===== src/rtl/core_defs_pkg.sv =====
// Shared definitions for the 3-stage core: sequencer state encoding,
// bubble instruction and address width.
package core_defs_pkg;

   localparam int unsigned ADDR_W = 32;
   localparam int unsigned INSN_W = 32;

   // addi x0, x0, 0 -- loaded by stage registers when flushed
   localparam logic [INSN_W-1:0] NOP_INSN = 32'h0000_0013;

   typedef enum logic [1:0] {
      ST_IDLE  = 2'd0,
      ST_FLUSH = 2'd1,
      ST_PEND  = 2'd2
   } pipe_state_e;

endpackage : core_defs_pkg


===== src/rtl/pipe_ctrl_flush_timer.sv =====
// Loadable down-counter timing the post-redirect flush window; last_o
// flags the final cycle of the window.
module flush_timer #(
   parameter int unsigned CNT_W    = 2,
   parameter int unsigned LOAD_VAL = 2
) (
   input  logic clk,
   input  logic rst_n,
   input  logic load_i,
   input  logic dec_i,
   output logic last_o
);

   logic [CNT_W-1:0] cnt_q, cnt_d;

   always_comb begin
      cnt_d = cnt_q;
      if (load_i) begin
         cnt_d = CNT_W'(LOAD_VAL);
      end else if (dec_i && (cnt_q != '0)) begin
         cnt_d = cnt_q - CNT_W'(1);
      end
   end

   always_ff @(posedge clk) begin
      if (!rst_n) begin
         cnt_q <= '0;
      end else begin
         cnt_q <= cnt_d;
      end
   end

   assign last_o = (cnt_q == CNT_W'(1));

endmodule : flush_timer


===== src/rtl/pipe_ctrl.sv =====
// Pipeline sequencer: arbitrates EX/bus stalls and redirects, drives PC
// redirect and per-register hold/flush, times the post-redirect flush window.
module pipe_ctrl
   import core_defs_pkg::*;
#(
   parameter int unsigned FLUSH_CYCLES = 2,
   parameter int unsigned ADDR_W       = core_defs_pkg::ADDR_W
) (
   input  logic              clk,
   input  logic              rst_n,
   input  logic              jump_en_i,
   input  logic [ADDR_W-1:0] jump_addr_i,
   input  logic              hold_ex_i,
   input  logic              hold_bus_i,
   output logic              redirect_o,
   output logic [ADDR_W-1:0] pc_addr_o,
   output logic              hold_pc_o,
   output logic              hold_if_id_o,
   output logic              hold_id_ex_o,
   output logic              flush_if_id_o,
   output logic              flush_id_ex_o,
   output logic              busy_o
);

   localparam int unsigned CNT_W = $clog2(FLUSH_CYCLES + 1);

   pipe_state_e       state_q, state_d;
   logic [ADDR_W-1:0] pend_addr_q, pend_addr_d;

   logic tmr_load, tmr_dec, tmr_last;
   logic redirect_c, hold_pc_c, hold_if_id_c, hold_id_ex_c;
   logic flush_if_id_c, flush_id_ex_c;

   flush_timer #(
      .CNT_W    (CNT_W),
      .LOAD_VAL (FLUSH_CYCLES)
   ) u_flush_timer (
      .clk    (clk),
      .rst_n  (rst_n),
      .load_i (tmr_load),
      .dec_i  (tmr_dec),
      .last_o (tmr_last)
   );

   always_ff @(posedge clk) begin
      if (!rst_n) begin
         state_q     <= ST_IDLE;
         pend_addr_q <= '0;
      end else begin
         state_q     <= state_d;
         pend_addr_q <= pend_addr_d;
      end
   end

   // Next-state and raw control decode
   always_comb begin
      state_d       = state_q;
      pend_addr_d   = pend_addr_q;
      tmr_load      = 1'b0;
      tmr_dec       = 1'b0;
      redirect_c    = 1'b0;
      hold_pc_c     = 1'b0;
      hold_if_id_c  = 1'b0;
      hold_id_ex_c  = 1'b0;
      flush_if_id_c = 1'b0;
      flush_id_ex_c = 1'b0;

      unique case (state_q)
         ST_IDLE: begin
            if (hold_ex_i) begin
               hold_pc_c    = 1'b1;
               hold_if_id_c = 1'b1;
               hold_id_ex_c = 1'b1;
            end else if (jump_en_i && !hold_bus_i) begin
               redirect_c    = 1'b1;
               flush_if_id_c = 1'b1;
               flush_id_ex_c = 1'b1;
               tmr_load      = 1'b1;
               state_d       = ST_FLUSH;
            end else if (jump_en_i) begin
               pend_addr_d   = jump_addr_i;
               hold_pc_c     = 1'b1;
               flush_if_id_c = 1'b1;
               flush_id_ex_c = 1'b1;
               state_d       = ST_PEND;
            end else if (hold_bus_i) begin
               hold_pc_c     = 1'b1;
               flush_if_id_c = 1'b1;
            end
         end

         ST_FLUSH: begin
            flush_if_id_c = 1'b1;
            tmr_dec       = 1'b1;
            hold_pc_c     = hold_ex_i | hold_bus_i;
            hold_id_ex_c  = hold_ex_i;
            if (tmr_last) begin
               state_d = ST_IDLE;
            end
         end

         ST_PEND: begin
            hold_pc_c     = 1'b1;
            flush_if_id_c = 1'b1;
            flush_id_ex_c = 1'b1;
            if (!hold_bus_i) begin
               redirect_c = 1'b1;
               tmr_load   = 1'b1;
               state_d    = ST_FLUSH;
            end
         end

         default: begin
            state_d = ST_IDLE;
         end
      endcase
   end

   // Outputs are quiet while reset is asserted; flush beats hold on a register
   always_comb begin
      redirect_o    = rst_n & redirect_c;
      hold_pc_o     = rst_n & hold_pc_c;
      hold_if_id_o  = rst_n & hold_if_id_c & ~flush_if_id_c;
      hold_id_ex_o  = rst_n & hold_id_ex_c & ~flush_id_ex_c;
      flush_if_id_o = rst_n & flush_if_id_c;
      flush_id_ex_o = rst_n & flush_id_ex_c;
      busy_o        = rst_n & (state_q != ST_IDLE);
      pc_addr_o     = '0;
      if (rst_n) begin
         pc_addr_o = (state_q == ST_IDLE) ? jump_addr_i : pend_addr_q;
      end
   end

endmodule : pipe_ctrl


===== config.mk =====
export PLATFORM = sky130hd
export DESIGN_NAME = pipe_ctrl
export DESIGN_NICKNAME = d
export VERILOG_FILES = /design/src/rtl/core_defs_pkg.sv /design/src/rtl/pipe_ctrl_flush_timer.sv /design/src/rtl/pipe_ctrl.sv
export SDC_FILE = /design/constraint.sdc
export NUM_CORES = 1
export LEC_CHECK = 0
export CAP_MARGIN = 30
export CORE_MARGIN = 1
export CORE_UTILIZATION = 35
export CTS_CLUSTER_SIZE = 14
export DETAILED_ROUTE_END_ITERATION = 7
export MAX_ROUTING_LAYER = met4
export PLACE_DENSITY = 0.74
export REMOVE_ABC_BUFFERS = 1
export SYNTH_ARGS = -nofsm -noshare
export SYNTH_HDL_FRONTEND = slang
export SYNTH_SLANG_ARGS = --single-unit

===== constraint.sdc =====
create_clock -name clk -period 2 [get_ports clk]
set_clock_uncertainty 0.15 [all_clocks]
set_input_delay 0.4 -clock clk [delete_from_list [all_inputs] [get_ports clk]]
set_output_delay 0.4 -clock clk [all_outputs]
set_load 0.05 [all_outputs]

### Yosys cells after proc, flatten, opt, wreduce, memory -nomap -nowiden

Cells that the tools add are included.

* word-level logic and storage cells: 68
* flip-flop bits (word level): 36
* input bits: 37
* output and inout bits: 39

* bitwise logic cells: 15
* reduce and logical (&&, ||, !) cells: 11
* multiplexer cells: 30
* eq/ne operators: 7
* $add $sub $neg: 1

Operators by type and width (count)
* 32-bit 2-to-1 mux: 2
* 1-bit 2-to-1 mux: 15
* 2-bit 2-to-1 mux: 7
* 1-bit AND: 9
* 1-bit one-hot mux with 2 select lines: 4
* 4-bit AND reduction: 2
* 2-bit inequality test, second input constant: 3
* 2-bit one-hot mux with 3 select lines: 1
* 2-bit nonzero test: 3
* 1-bit NOT: 5
* 2-bit by 1-bit == test with 1-bit output, second input constant: 2
* 2-bit OR reduction: 2
* 3-bit inequality test, second input constant: 1
* 1-bit one-hot mux with 3 select lines: 1
* 2-bit == test, second input constant: 1
* 1-bit logical AND: 2
* 2-bit zero test: 1
* 2-bit by 1-bit subtractor with 2-bit output, second input constant: 1
* 1-bit zero test: 1
* 1-bit bitwise OR: 1

### Depth between registers and ports, before layout

* word-level depth: 7
* mapped depth: 8
* gate-level depth less buffers: 6

### By module

A second synthesis with hierarchy kept.

* cell total of the unflattened synthesis: 258
* area, all modules: 2137.0 µm²

Modules (own cells, without submodules)
* pipe_ctrl: cells an instance 247, area each 2011.9 µm², instances 1, seq. area each 680.7 µm²
* flush_timer: cells an instance 11, area each 125.1 µm², instances 1, seq. area each 40.0 µm²

### Least setup slack after synthesis

No wires, ideal clock.

* path type: reg2out
* from: register state_q[1]
* to: output port pc_addr_o[10]
* data required time: 1.450 ns
* buffers on the path: 2
* arrival: 1.882 ns
* cell stages (with the launch flop): 7
* path slack: -0.432 ns
* path through: dfxtp_1 inv_1 ha_1 buf_4 buf_2 mux2i_1 nor2b_1

* cells in the longest elaborated chain, start to end: 3

RTL lines
* start, declared: line pipe_ctrl.sv:27 `pipe_state_e state_q, state_d;`
* start signal, assigned: line pipe_ctrl.sv:50 `state_q <= state_d;`
* 2-bit zero test: line pipe_ctrl.sv:130 `pc_addr_o = (state_q == ST_IDLE) ? jump_addr_i : pend_addr_q;`
* 32-bit 2-to-1 mux: line pipe_ctrl.sv:130
* 32-bit 2-to-1 mux: line pipe_ctrl.sv:129 `if (rst_n) begin`
* end, declared: line pipe_ctrl.sv:16 `output logic [ADDR_W-1:0] pc_addr_o,`

Every way passes these cells.

### Final worst setup path

* from: register state_q[0]
* to: output port pc_addr_o[18]

Same word-level chain as after synthesis.

==> summary.json <==
{
  "min_clock_period_post_route_ps": 2130,
  "synth_enable_flop_cells": 0,
  "reg2reg_slack_ps": 50,
  "globalRoute.totalOverflow": 0,
  "vdd.ir_drop.worst_uv": 1080,
  "outcome": "finished with violations",
  "port-buffer-count": 75,
  "grt_start_max_net_pins": 37,
  "hold-worst-slack_ps": 304,
  "synth_largest_type_area_fraction_pct": 33.9,
  "prevailing_post_synth_register_cell": "sky130_fd_sc_hd__dfxtp_1",
  "synth-async-reset-ratio_pct": 0,
  "static-leakage-power_nw": 1.54,
  "drc": 0,
  "netlist_instances": 260,
  "detailed_place_hpwl_um": 3670,
  "cts_buffers": 5,
  "synth_top_area_cell": "sky130_fd_sc_hd__dfxtp_1",
  "critPathMaxFanout": 10,
  "die_width_um": 79.9,
  "report.final.slew_viol_count": 0,
  "timing.critical_path.from_type": "flip-flop",
  "wire_per_inst_um": 12.8,
  "clk_latency_ps": 270,
  "timing.max_cap.violations": 0,
  "detail-route-antenna-nets": 0,
  "vias_per_cell": 4.78,
  "kind_of_critical_path": "reg2out",
  "setup_slack_ps": -129,
  "period_share_pct": 106,
  "critical_path.endpoint_type": "primary output",
  "design.portCount": 76,
  "die_height_um": 79.9,
  "postSynthAreaPerCell_um2": 8.17,
  "clk_pin_slew_worst_paths_ps": 70,
  "clock-sinks": 36,
  "global_route_wire_length_before_repair_um": 8710,
  "unique_cell_type_count_in_the_yosys_netlist": 25,
  "final-seq-area_um2": 723,
  "effective_utilization_at_floorplan_pct": 36.1,
  "rsz0062_at_grt": "true",
  "synth_area_um2": 2120,
  "worst-endpoint-arrival_ps": 1580,
  "insertedDiodeCount": 0,
  "cellPowerDensity_nw_per_um2": 1160,
  "core_area_um2": 5890,
  "cts_tree": "done",
  "synth_warnings": 0,
  "synth_sequential_area_ratio_pct": 33.9,
  "design.die.area_um2": 6390,
  "core.rowCount": 28,
  "total_number_of_h_tree_levels": 2,
  "number_of_global_route_vias_before_repair": 1936,
  "setup_viol_count_final": 36,
  "post_cts_hold_buffer_count": 0,
  "drt_iter0_drc": 95,
  "routed_wirelength_um": 5400,
  "report.final.hold_viol_count": 0,
  "synth_common_cells": "69 x sky130_fd_sc_hd__nand2_1, 36 x sky130_fd_sc_hd__dfxtp_1, 36 x sky130_fd_sc_hd__nor2b_1",
  "finalNetCount": 389,
  "max_freq_ghz": 0.470,
  "number_of_antenna_violations_at_the_first_check_in_global_routing": 0,
  "violations": "setup timing",
  "place_worst_setup_slack_ps": -158,
  "crit_required_ps": 1450,
  "root_buffer": "sky130_fd_sc_hd__clkbuf_8",
  "num-fill-cells": 466,
  "syn2layout_area_growth_pct": 76.3,
  "groute.usage.overall_pct": 17.5,
  "via_count": 2019,
  "most_instantiated_library_cell_after_synthesis": "sky130_fd_sc_hd__nand2_1",
  "slew_headroom_pct": 82.8,
  "drt-pass1-iter-count": 4,
  "drive_above_1_share_pct": 32.6,
  "clockBufferDepth": 2,
  "post_synth_main_area_contributors": "sky130_fd_sc_hd__dfxtp_1 34%, sky130_fd_sc_hd__mux2i_1 16%, sky130_fd_sc_hd__nand2_1 12%, sky130_fd_sc_hd__a21boi_1 11%, sky130_fd_sc_hd__nor2b_1 11%",
  "area_occupied_by_multi_input_gates_um2": 1430,
  "yosys_register_bits": 36,
  "worst_pin_slew_ps": 259,
  "worst_hold_path_type": "reg2reg",
  "gp_congestion": 0.794
}
[cell usage in the layout (no fill, tap or decap), types with 2 or more instances in the layout]
cell type | netlist | final
sky130_fd_sc_hd__inv_2 | 0 | 2
sky130_fd_sc_hd__buf_12 | 0 | 42
sky130_fd_sc_hd__nor2b_1 | 36 | 16
sky130_fd_sc_hd__ha_1 | 6 | 5
sky130_fd_sc_hd__nand2_1 | 69 | 69
sky130_fd_sc_hd__dlygate4sd2_1 | 0 | 2
sky130_fd_sc_hd__clkbuf_8 | 0 | 6
sky130_fd_sc_hd__mux2i_1 | 33 | 21
sky130_fd_sc_hd__nor2_1 | 5 | 3
sky130_fd_sc_hd__clkbuf_1 | 8 | 2
sky130_fd_sc_hd__inv_1 | 7 | 5
sky130_fd_sc_hd__o211a_1 | 2 | 2
sky130_fd_sc_hd__dfxtp_2 | 0 | 2
sky130_fd_sc_hd__clkdlybuf4s50_1 | 0 | 32
sky130_fd_sc_hd__buf_6 | 0 | 2
sky130_fd_sc_hd__nor2b_2 | 0 | 19
sky130_fd_sc_hd__mux2i_2 | 0 | 10
sky130_fd_sc_hd__buf_4 | 4 | 16
sky130_fd_sc_hd__dfxtp_1 | 36 | 34
sky130_fd_sc_hd__a21boi_1 | 32 | 32
sky130_fd_sc_hd__mux2i_4 | 0 | 2
[layout make-up]
class	instances	share of cell area, %
clock buffer	8	2.40
inverter	7	0.701
multi-input combinational	198	38.3
sequential	36	19.3
tap	75	2.51
timing repair buffer	98	36.8
[layer usage]
| layer | track usage, % | vias to the layer above | wire length (µm) |
|---|---|---|---|
| met4 | 4.64 | 0 | 47 |
| met3 | 2.97 | 6 | 186 |
| li1 | - | 1018 | - |
| met5 | - | - | 0 |
| met1 | 21.9 | 949 | 2520 |
| met2 | 29.2 | 46 | 2650 |
[critical path, cell delays in order, from the launching register on]
cell	delay, ps
sky130_fd_sc_hd__dfxtp_2	320
sky130_fd_sc_hd__inv_2	70
sky130_fd_sc_hd__ha_4	210
sky130_fd_sc_hd__buf_12	180
sky130_fd_sc_hd__mux2i_2	270
sky130_fd_sc_hd__nor2b_2	90
sky130_fd_sc_hd__buf_12	150
[kinds of logic after synthesis]
logic type	after synthesis	synth area share, %
mux	33	15.5
flops	36	33.9
simple gates	117	26.2
fa+ha+maj	6	3.53
compound gates	41	14.7
buf+inv	26	5.71
xor+xnor	1	0.412
[report_power, final]
group	internal, mW	switching [mW]	total (mW)
combinational	1.51	1.50	3.00
clock	0.281	0.235	0.516
sequential	0.788	0.0379	0.826
[state kept, by name, summed over array words and instances (netlist names)]
register,cells
state_q,2
u_flush_timer.cnt_q,2
pend_addr_q,32
[metrics by stage]
stage / setup TNS, ps / total power [mW] / instances / utilization (%) / instance area [µm²]
finish: -2950 / 4.34 / 422 / 63.6 / 3750
global route: -6670 / 4.54 / 422 / 63.6 / 3750
CTS: -2580 / 4.10 / 420 / 61.1 / 3600
detailed placement: -1000 / 3.49 / 410 / 58.5 / 3440
global placement: -393 / 3.46 / 410 / 58.5 / 3440
floorplan: -79260 / 2.28 / 241 / - / 2030
[path summary, 6_finish.rpt]
path              startpoint              end  cells past startpoint
min          pend_addr_q[15]  pend_addr_q[15]                      2
max               state_q[0]    pc_addr_o[18]                      6
max reg2reg       state_q[1]  pend_addr_q[16]                     10
min reg2reg  pend_addr_q[15]  pend_addr_q[15]                      2
[repair_timing]
item                       in CTS  in global routing
setup buffers                   2                  1
gates resized for setup        21                 32
pin swaps                       4                  3
setup endpoints to repair      39                 37
cloned                          0                  1
(Power assumes the default switching activity.)
